<file path="config.mk">
export PLATFORM = sky130hd
export DESIGN_NAME = if_fetch_stage_flat
export DESIGN_NICKNAME = d
export VERILOG_FILES = /design/src/rtl/if_fetch_stage_pkg.sv /design/src/rtl/if_fetch_stage_if.sv /design/src/rtl/if_skid_buffer.sv /design/src/rtl/if_fetch_stage.sv /design/src/flat_wrapper.sv
export SDC_FILE = /design/constraint.sdc
export NUM_CORES = 1
export LEC_CHECK = 0
export BUFFER_PORTS_ARGS = -buffer_cell sky130_fd_sc_hd__buf_2
export CORE_UTILIZATION = 30
export DETAILED_ROUTE_END_ITERATION = 8
export HOLD_SLACK_MARGIN = 0.1
export PLACE_DENSITY = 0.5
export REMOVE_ABC_BUFFERS = 1
export SETUP_SLACK_MARGIN = 0.5
export SYNTH_ARGS = -nofsm -noshare
export SYNTH_HDL_FRONTEND = slang
export SYNTH_SLANG_ARGS = --single-unit
</file>
<file path="constraint.sdc">
create_clock -name clk -period 7.3 [get_ports clk]
set_input_delay 0.365 -clock clk [delete_from_list [all_inputs] [get_ports clk]]
set_output_delay 0.365 -clock clk [all_outputs]
set_load 0.03 [all_outputs]
</file>
<file path="src/rtl/if_fetch_stage_pkg.sv">
`default_nettype none
// ============================================================================
// if_fetch_stage_pkg
// Shared state encoding, constants and PC helper for the MIPS fetch stage.
// Revision: 1.0
// ============================================================================
package if_fetch_stage_pkg;

    typedef enum logic [1:0] {
        FETCH   = 2'd0,
        SKID    = 2'd1,
        DISCARD = 2'd2
    } fetch_state_e;

    localparam logic [31:0] NOP_INSTR = 32'h0000_0000;
    localparam logic [31:0] PC_STEP   = 32'd4;

    function automatic logic [31:0] align_pc(input logic [31:0] addr);
        return addr & ~32'd3;
    endfunction

endpackage
`default_nettype wire

</file>
<file path="src/rtl/if_fetch_stage_if.sv">
`default_nettype none
// ============================================================================
// if_fetch_stage_if
// Instruction-memory req/ready bus between the fetch stage and imem.
// Revision: 1.0
// ============================================================================
interface if_fetch_stage_if;
    logic        imem_req;
    logic [31:0] imem_addr;
    logic        imem_ready;
    logic [31:0] imem_rdata;

    modport master (
        output imem_req,
        output imem_addr,
        input  imem_ready,
        input  imem_rdata
    );

    modport slave (
        input  imem_req,
        input  imem_addr,
        output imem_ready,
        output imem_rdata
    );
endinterface
`default_nettype wire

</file>
<file path="src/rtl/if_skid_buffer.sv">
`default_nettype none
// ============================================================================
// if_skid_buffer
// One-entry {instruction, pc_plus4} holding register with load, clear, full.
// Revision: 1.0
// ============================================================================
module if_skid_buffer (
    input  wire logic        clk,
    input  wire logic        reset,
    input  wire logic        i_load,
    input  wire logic        i_clear,
    input  wire logic [31:0] i_instr,
    input  wire logic [31:0] i_pc4,
    output logic [31:0]      o_instr,
    output logic [31:0]      o_pc4,
    output logic             o_full
);

    logic        r_full_q;
    logic [31:0] r_instr_q;
    logic [31:0] r_pc4_q;
    logic        w_full_d;
    logic [31:0] w_instr_d;
    logic [31:0] w_pc4_d;

    always_comb begin
        w_full_d  = r_full_q;
        w_instr_d = r_instr_q;
        w_pc4_d   = r_pc4_q;
        if (i_clear) begin
            w_full_d = 1'b0;
        end else if (i_load) begin
            w_full_d  = 1'b1;
            w_instr_d = i_instr;
            w_pc4_d   = i_pc4;
        end
    end

    always_ff @(posedge clk or posedge reset) begin
        if (reset) begin
            r_full_q  <= 1'b0;
            r_instr_q <= 32'h0000_0000;
            r_pc4_q   <= 32'h0000_0000;
        end else begin
            r_full_q  <= w_full_d;
            r_instr_q <= w_instr_d;
            r_pc4_q   <= w_pc4_d;
        end
    end

    assign o_instr = r_instr_q;
    assign o_pc4   = r_pc4_q;
    assign o_full  = r_full_q;

endmodule
`default_nettype wire

</file>
<file path="src/rtl/if_fetch_stage.sv">
`default_nettype none
// ============================================================================
// if_fetch_stage
// MIPS IF stage: PC, imem req/ready fetch, IF/ID register, skid and redirect.
// Optional IF_FETCH_COUNT_EN adds fetch_count / stall_count outputs.
// Revision: 1.0
// ============================================================================
module if_fetch_stage
    import if_fetch_stage_pkg::*;
#(
    parameter logic [31:0] RESET_PC = 32'h0000_0000
) (
    input  wire logic        clk,
    input  wire logic        reset,
    input  wire logic        stall,
    input  wire logic        branch_taken,
    input  wire logic [31:0] branch_target,
    if_fetch_stage_if.master imem,
    output logic [31:0]      instruction,
    output logic [31:0]      pc_plus4,
`ifdef IF_FETCH_COUNT_EN
    output logic [31:0]      fetch_count,
    output logic [31:0]      stall_count,
`endif
    output logic             valid
);

    fetch_state_e r_state_q, w_state_d;
    logic [31:0]  r_pc_q,    w_pc_d;
    logic [31:0]  r_addr_q,  w_addr_d;
    logic         r_req_q,   w_req_d;
    logic [31:0]  r_instr_q, w_instr_d;
    logic [31:0]  r_pc4_q,   w_pc4_d;
    logic         r_valid_q, w_valid_d;

    logic         w_accept;
    logic [31:0]  w_pc_next;
    logic [31:0]  w_target;
    logic         w_skid_load;
    logic         w_skid_clear;
    logic [31:0]  w_skid_instr;
    logic [31:0]  w_skid_pc4;
    logic         w_skid_full;

    assign w_accept  = r_req_q & imem.imem_ready;
    assign w_pc_next = r_pc_q + PC_STEP;
    assign w_target  = align_pc(branch_target);

    if_skid_buffer u_skid (
        .clk     (clk),
        .reset   (reset),
        .i_load  (w_skid_load),
        .i_clear (w_skid_clear),
        .i_instr (imem.imem_rdata),
        .i_pc4   (w_pc_next),
        .o_instr (w_skid_instr),
        .o_pc4   (w_skid_pc4),
        .o_full  (w_skid_full)
    );

    always_comb begin
        w_state_d    = r_state_q;
        w_pc_d       = r_pc_q;
        w_addr_d     = r_addr_q;
        w_instr_d    = r_instr_q;
        w_pc4_d      = r_pc4_q;
        w_valid_d    = r_valid_q;
        w_skid_load  = 1'b0;
        w_skid_clear = 1'b0;

        // A redirect always bubbles IF/ID unless decode is stalled.
        if (branch_taken && !stall) begin
            w_instr_d = NOP_INSTR;
            w_pc4_d   = 32'h0000_0000;
            w_valid_d = 1'b0;
        end

        unique case (r_state_q)
            FETCH: begin
                if (branch_taken) begin
                    w_skid_clear = 1'b1;
                    w_pc_d       = w_target;
                    if (w_accept) begin
                        w_addr_d  = w_target;
                        w_state_d = FETCH;
                    end else begin
                        w_state_d = DISCARD;
                    end
                end else if (w_accept) begin
                    w_pc_d   = w_pc_next;
                    w_addr_d = w_pc_next;
                    if (!stall) begin
                        w_instr_d = imem.imem_rdata;
                        w_pc4_d   = w_pc_next;
                        w_valid_d = 1'b1;
                    end else begin
                        w_skid_load = 1'b1;
                        w_state_d   = SKID;
                    end
                end else if (!stall) begin
                    w_instr_d = NOP_INSTR;
                    w_pc4_d   = 32'h0000_0000;
                    w_valid_d = 1'b0;
                end
            end

            SKID: begin
                if (branch_taken) begin
                    w_skid_clear = 1'b1;
                    w_pc_d       = w_target;
                    w_addr_d     = w_target;
                    w_state_d    = FETCH;
                end else if (!stall && w_skid_full) begin
                    w_instr_d    = w_skid_instr;
                    w_pc4_d      = w_skid_pc4;
                    w_valid_d    = 1'b1;
                    w_skid_clear = 1'b1;
                    w_state_d    = FETCH;
                end
            end

            DISCARD: begin
                if (!stall) begin
                    w_instr_d = NOP_INSTR;
                    w_pc4_d   = 32'h0000_0000;
                    w_valid_d = 1'b0;
                end
                // The stored target lives in r_pc_q; a new branch overwrites it.
                if (branch_taken) begin
                    w_pc_d = w_target;
                end
                if (w_accept) begin
                    w_addr_d  = branch_taken ? w_target : r_pc_q;
                    w_state_d = FETCH;
                end
            end

            default: begin
                w_state_d = FETCH;
                w_pc_d    = RESET_PC;
                w_addr_d  = RESET_PC;
            end
        endcase

        w_req_d = (w_state_d != SKID);
    end

    always_ff @(posedge clk or posedge reset) begin
        if (reset) begin
            r_state_q <= FETCH;
            r_pc_q    <= RESET_PC;
            r_addr_q  <= RESET_PC;
            r_req_q   <= 1'b0;
            r_instr_q <= NOP_INSTR;
            r_pc4_q   <= 32'h0000_0000;
            r_valid_q <= 1'b0;
        end else begin
            r_state_q <= w_state_d;
            r_pc_q    <= w_pc_d;
            r_addr_q  <= w_addr_d;
            r_req_q   <= w_req_d;
            r_instr_q <= w_instr_d;
            r_pc4_q   <= w_pc4_d;
            r_valid_q <= w_valid_d;
        end
    end

`ifdef IF_FETCH_COUNT_EN
    logic [31:0] r_fetch_cnt_q, w_fetch_cnt_d;
    logic [31:0] r_stall_cnt_q, w_stall_cnt_d;

    // With stall low IF/ID is always rewritten, so a valid write is simply valid_d.
    always_comb begin
        w_fetch_cnt_d = r_fetch_cnt_q + {31'd0, (~stall & w_valid_d)};
        w_stall_cnt_d = r_stall_cnt_q + {31'd0, stall};
    end

    always_ff @(posedge clk or posedge reset) begin
        if (reset) begin
            r_fetch_cnt_q <= 32'h0000_0000;
            r_stall_cnt_q <= 32'h0000_0000;
        end else begin
            r_fetch_cnt_q <= w_fetch_cnt_d;
            r_stall_cnt_q <= w_stall_cnt_d;
        end
    end

    assign fetch_count = r_fetch_cnt_q;
    assign stall_count = r_stall_cnt_q;
`endif

    assign imem.imem_req  = r_req_q;
    assign imem.imem_addr = r_addr_q;
    assign instruction    = r_instr_q;
    assign pc_plus4       = r_pc4_q;
    assign valid          = r_valid_q;

endmodule
`default_nettype wire

</file>
<file path="src/flat_wrapper.sv">
// flat-port wrapper written by rule: the top's interface ports become plain ports
module if_fetch_stage_flat import if_fetch_stage_pkg::*;
#(
    parameter logic [31:0] RESET_PC = 32'h0000_0000
)
  (clk, reset, stall, branch_taken, branch_target, instruction, pc_plus4, valid, imem_imem_req, imem_imem_addr, imem_imem_ready, imem_imem_rdata);
  if_fetch_stage_if imem_i ();
  input  wire logic clk;
  input  wire logic reset;
  input  wire logic stall;
  input  wire logic branch_taken;
  input  wire logic [31:0] branch_target;
  output logic [31:0] instruction;
  output logic [31:0] pc_plus4;
  output logic valid;
  output wire logic [$bits(imem_i.imem_req)-1:0] imem_imem_req;
  output wire logic [$bits(imem_i.imem_addr)-1:0] imem_imem_addr;
  input wire logic [$bits(imem_i.imem_ready)-1:0] imem_imem_ready;
  input wire logic [$bits(imem_i.imem_rdata)-1:0] imem_imem_rdata;
  assign imem_imem_req = imem_i.imem_req;
  assign imem_imem_addr = imem_i.imem_addr;
  assign imem_i.imem_ready = imem_imem_ready;
  assign imem_i.imem_rdata = imem_imem_rdata;
  if_fetch_stage #(.RESET_PC(RESET_PC)) u_core (.clk(clk), .reset(reset), .stall(stall), .branch_taken(branch_taken), .branch_target(branch_target), .imem(imem_i), .instruction(instruction), .pc_plus4(pc_plus4), .valid(valid));
endmodule
</file>
-- After elaboration in Yosys (flattened, before gate mapping)
Index checks and enable logic that the tools add are counted.
- flip-flop bits (word level): 197
- output and inout bits: 98
- add/subtract/negate cells: 1
- eq/ne operators: 7
- multiplexer cells: 51
- bitwise gates (word level): 2
- reductions and logical operators: 8
- operators with widths (cell ; number):
    2-to-1 mux 32 bit ; 21
    one-hot mux 32 bit (3 select lines) ; 3
    one-hot mux 32 bit (2 select lines) ; 1
    adder 32 x 3 -> 32 bit, second input constant ; 1
    2-to-1 mux 1 bit ; 16
    2-to-1 mux 2 bit ; 7
    inequality test 2 x 1 -> 1 bit, second input constant ; 3
    one-hot mux 2 bit (3 select lines) ; 1
    inequality test 3 x 2 -> 1 bit, second input constant ; 1
    one-hot mux 1 bit (3 select lines) ; 1
    AND reduction 3 bit ; 1
    equality test 2 x 1 -> 1 bit, second input constant ; 1
    equality test 2 bit, second input constant ; 1
    logical AND 1 bit ; 2
    logical NOT 2 bit ; 1
    inequality test 2 bit, second input constant ; 1
    one-hot mux 1 bit (2 select lines) ; 1
    AND reduction 2 bit ; 1
    nonzero test 2 bit ; 1
    OR reduction 2 bit ; 1
    AND 1 bit ; 1
    logical NOT 1 bit ; 1
    NOT 1 bit ; 1

-- Longest topological paths before layout
- depth after elaboration: 7
- mapped depth: 10
- gate-level depth less buffers: 8

-- Hierarchy
A second synthesis with hierarchy kept.
- cell total of the unflattened synthesis: 1071
- area, all modules: 10840.4 µm²
- modules (own cells, without submodules) (module ; times used ; cells an instance ; area an instance (µm²) ; sequential area each (µm²)):
    if_fetch_stage ; 1 ; 931 ; 8102.8 ; 3303.2
    if_skid_buffer ; 1 ; 140 ; 2737.6 ; 1626.6

-- Least setup slack after synthesis
OpenSTA, ideal clock, no wires.
- kind: flip-flop to flip-flop
- start point: register u_core.r_pc_q[2]
- end point: register u_core.r_pc_q[26]
- library setup time: 0.126 ns
- arrival: 2.268 ns
- required time: 7.174 ns
- setup slack: 4.906 ns
- cell stages (with the launch flop): 9
- cells stage by stage: dfrtp_1 -> ha_1 -> nand4_4 -> or4_4 -> nor3_4 -> and3_1 -> buf_6 -> o21ai_2 -> a221o_1
- longest elaborated chain between the ends: 4
- ends and longest elaborated chain (what ; RTL line ; source):
    start, declared ; if_fetch_stage.sv:29 ; logic [31:0] r_pc_q, w_pc_d;
    start signal, assigned ; if_fetch_stage.sv:159 ; r_pc_q <= w_pc_d;
    adder 32 x 3 -> 32 bit ; if_fetch_stage.sv:46 ; assign w_pc_next = r_pc_q + PC_STEP;
    2-to-1 mux 32 bit ; if_fetch_stage.sv:89 ; end else if (w_accept) begin
    2-to-1 mux 32 bit ; if_fetch_stage.sv:80 ; if (branch_taken) begin
    one-hot mux 32 bit (2 select lines) ; if_fetch_stage.sv:78 ; unique case (r_state_q)
No other way between the ends. The select of a mux whose other input is x is not followed.
A chain may end at the register's enable or synchronous reset.

-- Worst setup path after layout
- start point: register u_core.r_state_q[0]
- end point: register u_core.r_req_q (netlist: u_core.imem.imem_req)
- longest elaborated chain between the ends: 5
- elaborated cells on any way between the ends: 11
- ends and longest elaborated chain (what ; RTL line ; source):
    start, declared ; if_fetch_stage.sv:28 ; fetch_state_e r_state_q, w_state_d;
    start signal, assigned ; if_fetch_stage.sv:158 ; r_state_q <= w_state_d;
    2-to-1 mux 2 bit ; if_fetch_stage.sv:92 ; if (!stall) begin
    2-to-1 mux 2 bit ; if_fetch_stage.sv:89 ;
    2-to-1 mux 2 bit ; if_fetch_stage.sv:80 ;
    one-hot mux 2 bit (3 select lines) * ; if_fetch_stage.sv:78 ;
    via u_core.w_state_d[0] ; if_fetch_stage.sv:28 ;
    inequality test 2 x 1 -> 1 bit * ; if_fetch_stage.sv:145 ; w_req_d = (w_state_d != SKID);
    via u_core.w_req_d ; if_fetch_stage.sv:31 ; logic r_req_q, w_req_d;
    end signal, assigned ; if_fetch_stage.sv:161 ; r_req_q <= w_req_d;
    end, declared ; if_fetch_stage.sv:31 ;
The timed path passes the listed nets; every way through them passes the cells marked *.

==> impl_metrics.json <==
{
  "period_minus_slack_ps": 3660,
  "synthCells": 1065,
  "worstSkewPairLatency_ps": 440,
  "pin_count": 167,
  "finalHoldWorstSlack_ps": 173,
  "avgSynthCellArea_um2": 9.51,
  "grt_pass1_wl_um": 50700,
  "fillerInstances": 3460,
  "vias": 8711,
  "routed-wl-met3_um": 2130,
  "numCtsBuffers": 17,
  "die_area_um2": 34500,
  "wl_per_cell_um": 20.0,
  "crit_fanout": 91,
  "synth-edff-count": 0,
  "path_cells": "inv_1 -> ha_1 -> buf_4 -> inv_1 -> nor2_1 -> nand3_4 -> buf_4 -> a21oi_1 -> nand2b_1",
  "critPathMaxStageDelay_ps": 870,
  "met1_length_um": 15000,
  "drive_gt1_frac": 0.235,
  "pre_cts_slack_ps": 3730,
  "grt_util_all_layers": 0.193,
  "required_ps": 7610,
  "finalNetCount": 1247,
  "cts_root_buffer": "clkbuf_16",
  "core.rowCount": 66,
  "end_kind": "register",
  "grt_antenna_before_repair": 4,
  "grt-ovfl-total": 0,
  "setup_ws_ps": 3640,
  "numClockSinks": 197,
  "cp-start-kind": "register",
  "ys_seq_area_frac": 0.487,
  "drt-total-wl_um": 32600,
  "synth-warning-count": 0,
  "hp-class": "in -> reg",
  "gp_congestion": 0.837,
  "core_um2": 32900,
  "max-cap-violations": 0,
  "slew_viol_final": 0,
  "status": "complete, no violations",
  "netlist_area_um2": 10100,
  "worst_pin_slew_ps": 1020,
  "drc": 0,
  "crit_type": "reg -> reg",
  "setup_violations": 0,
  "highest_layer": "met5",
  "design_power_total_w": 0.00409,
  "peakVddDrop_mv": 0.181,
  "syn2layout_area_growth_pct": 17.5,
  "worstPathArrival_ps": 3970,
  "p_leak_nw": 5.22,
  "final_util": 0.362,
  "die_h_um": 186,
  "first_iter_violations": 645,
  "clk_pin_slew_worst_paths_ps": 70,
  "cts-htree-levels": 4,
  "dp_hpwl_um": 21500,
  "post_cts_resized": 0,
  "rsz0062_at_grt": "false",
  "cts_tree": "yes",
  "slowest_stage": "nor2_1",
  "wl_met2_um": 14700,
  "period_share": 0.501,
  "cts_buffer_depth": 2,
  "async_flop_share": 1.00,
  "power.density_nw_per_um2": 343,
  "slew_headroom": 0.319,
  "hold_viol": 0,
  "grt_max_degree": 92,
  "initial_utilization": 0.308,
  "portBuffers": 164,
  "first_global_vias": 8529,
  "setup_tns_ps": 0,
  "yosys.cell_types.count": 71,
  "vias_per_cell": 5.35,
  "synth_seq_cells": 197,
  "synthFlopType": "dfrtp_1",
  "dieWidth_um": 186,
  "max_freq_mhz": 273,
  "finalClockSkew_ps": 15.5,
  "postRouteAntennaNets": 0,
  "layout_common_cells": "dfrtp_1 (197), buf_2 (164), nand2_1 (154)",
  "drt_pass1_iterations": 6,
  "final_common_cell": "dfrtp_1"
}
sequential cells by signal (all words and copies together) (netlist names):
register and cells:
u_core.u_skid.o_full 1, u_core.pc_plus4 32, u_core.r_state_q 2, u_core.imem.imem_req 1, u_core.u_skid.o_pc4 32, u_core.instruction 32, u_core.valid 1, u_core.imem.imem_addr 32
u_core.u_skid.o_instr 32, u_core.r_pc_q 32
path summary, 6_finish.rpt:
check	start	endpoint	slack, ps	depth (start not counted)
worst max-delay path	u_core.r_state_q[0]	u_core.imem.imem_req	3640	9
worst min-delay path	imem_imem_rdata[8]	u_core.u_skid.o_instr[8]	170	2
worst max register to register	u_core.r_state_q[0]	u_core.imem.imem_req	3640	9
worst min register to register	u_core.instruction[27]	u_core.instruction[27]	470	2
max in group asynchronous	reset	u_core.u_skid.o_pc4[22]	5390	4
min in group asynchronous	reset	u_core.instruction[9]	580	3
final cells by class:
| type | instances | area (um2) | area share |
|---|---|---|---|
| antenna | 1 | 2.50 | 0.000210 |
| clock buffer | 19 | 453 | 0.0381 |
| clock inverter | 13 | 194 | 0.0163 |
| inverter | 10 | 45.0 | 0.00379 |
| multi-input combinational | 765 | 4760 | 0.400 |
| sequential | 197 | 4930 | 0.414 |
| tap | 442 | 553 | 0.0465 |
| timing repair buffer | 182 | 958 | 0.0805 |
cell families (layout without fill, tap and decap cells):
kind of cell,after synthesis,in the layout,share of synthesized area
DFF,197,197,0.487
AOI/OAI and AO/OA,381,381,0.240
other,0,1,0
buffers and inverters,103,224,0.0481
adders and majority gates,5,5,0.00618
muxes,49,49,0.0537
and+or+nand+nor,302,302,0.141
xor gates and xnor gates,28,28,0.0242
critical path: cells and delay by family (launching register included):
kind	cells	cell delay [ps]
adders and majority gates	1	150
buffers and inverters	4	1470
DFF	1	400
and+or+nand+nor	3	1070
AOI/OAI and AO/OA	1	340
power breakdown:
group | switching [W] | internal [W] | leakage [nW]
Sequential | 0.000287 | 0.00141 | 2.53
Clock | 0.000450 | 0.000597 | 0.303
Combinational | 0.000882 | 0.000458 | 2.39
Total | 0.00162 | 0.00247 | 5.22
routing by layer:
| layer | global-route usage | up-vias |
|---|---|---|
| met5 | 0 | - |
| met4 | 0.0656 | 6 |
| met3 | 0.0397 | 43 |
| met2 | 0.302 | 291 |
| met1 | 0.265 | 4269 |
| li1 | - | 4102 |
stage by stage:
step           cell area (um2)  std cells
3_3_place_gp             11200       1595
4_1_cts                  11900       1628
6_report                 11900       1629
3_5_place_dp             11200       1595
5_1_grt                  11900       1628
2_1_floorplan             9680        972
synthesized netlist by cell type (all sizes together), types with 4 or more instances:
cell type | instances | area, um2
a31oi | 4 | 25.0
nor2 | 51 | 191
nand3 | 20 | 100
a22o | 5 | 43.8
dfrtp | 197 | 4930
nand2b | 13 | 81.3
o22ai | 6 | 37.5
o31ai | 9 | 67.6
and4 | 5 | 45.0
a221o | 9 | 90.1
xnor2 | 23 | 201
mux2i | 6 | 60.1
or2 | 5 | 31.3
a21o | 9 | 67.6
nand4 | 8 | 86.3
o211ai | 4 | 30.0
nand2 | 154 | 578
ha | 5 | 62.6
and3 | 5 | 32.5
inv | 10 | 37.5
nor3b | 4 | 30.0
buf | 17 | 144
a221oi | 9 | 78.8
a211oi | 4 | 30.0
nor3 | 12 | 76.3
xor2 | 5 | 43.8
o221ai | 5 | 43.8
o41ai | 4 | 35.0
and2 | 6 | 37.5
nor2b | 4 | 25.0
a21oi | 72 | 360
o21a | 4 | 30.0
o21ai | 140 | 704
mux2 | 43 | 484
a22oi | 65 | 488
a32o | 10 | 100
clkbuf | 76 | 305
nor4 | 5 | 31.3
a222oi | 6 | 60.1
what timing repair did:
item	4_1_cts	5_1_grt
endpoints found under the hold margin	84	0
setup buffers	0	0
hold buffers	1	0
(Power assumes the default switching activity.)
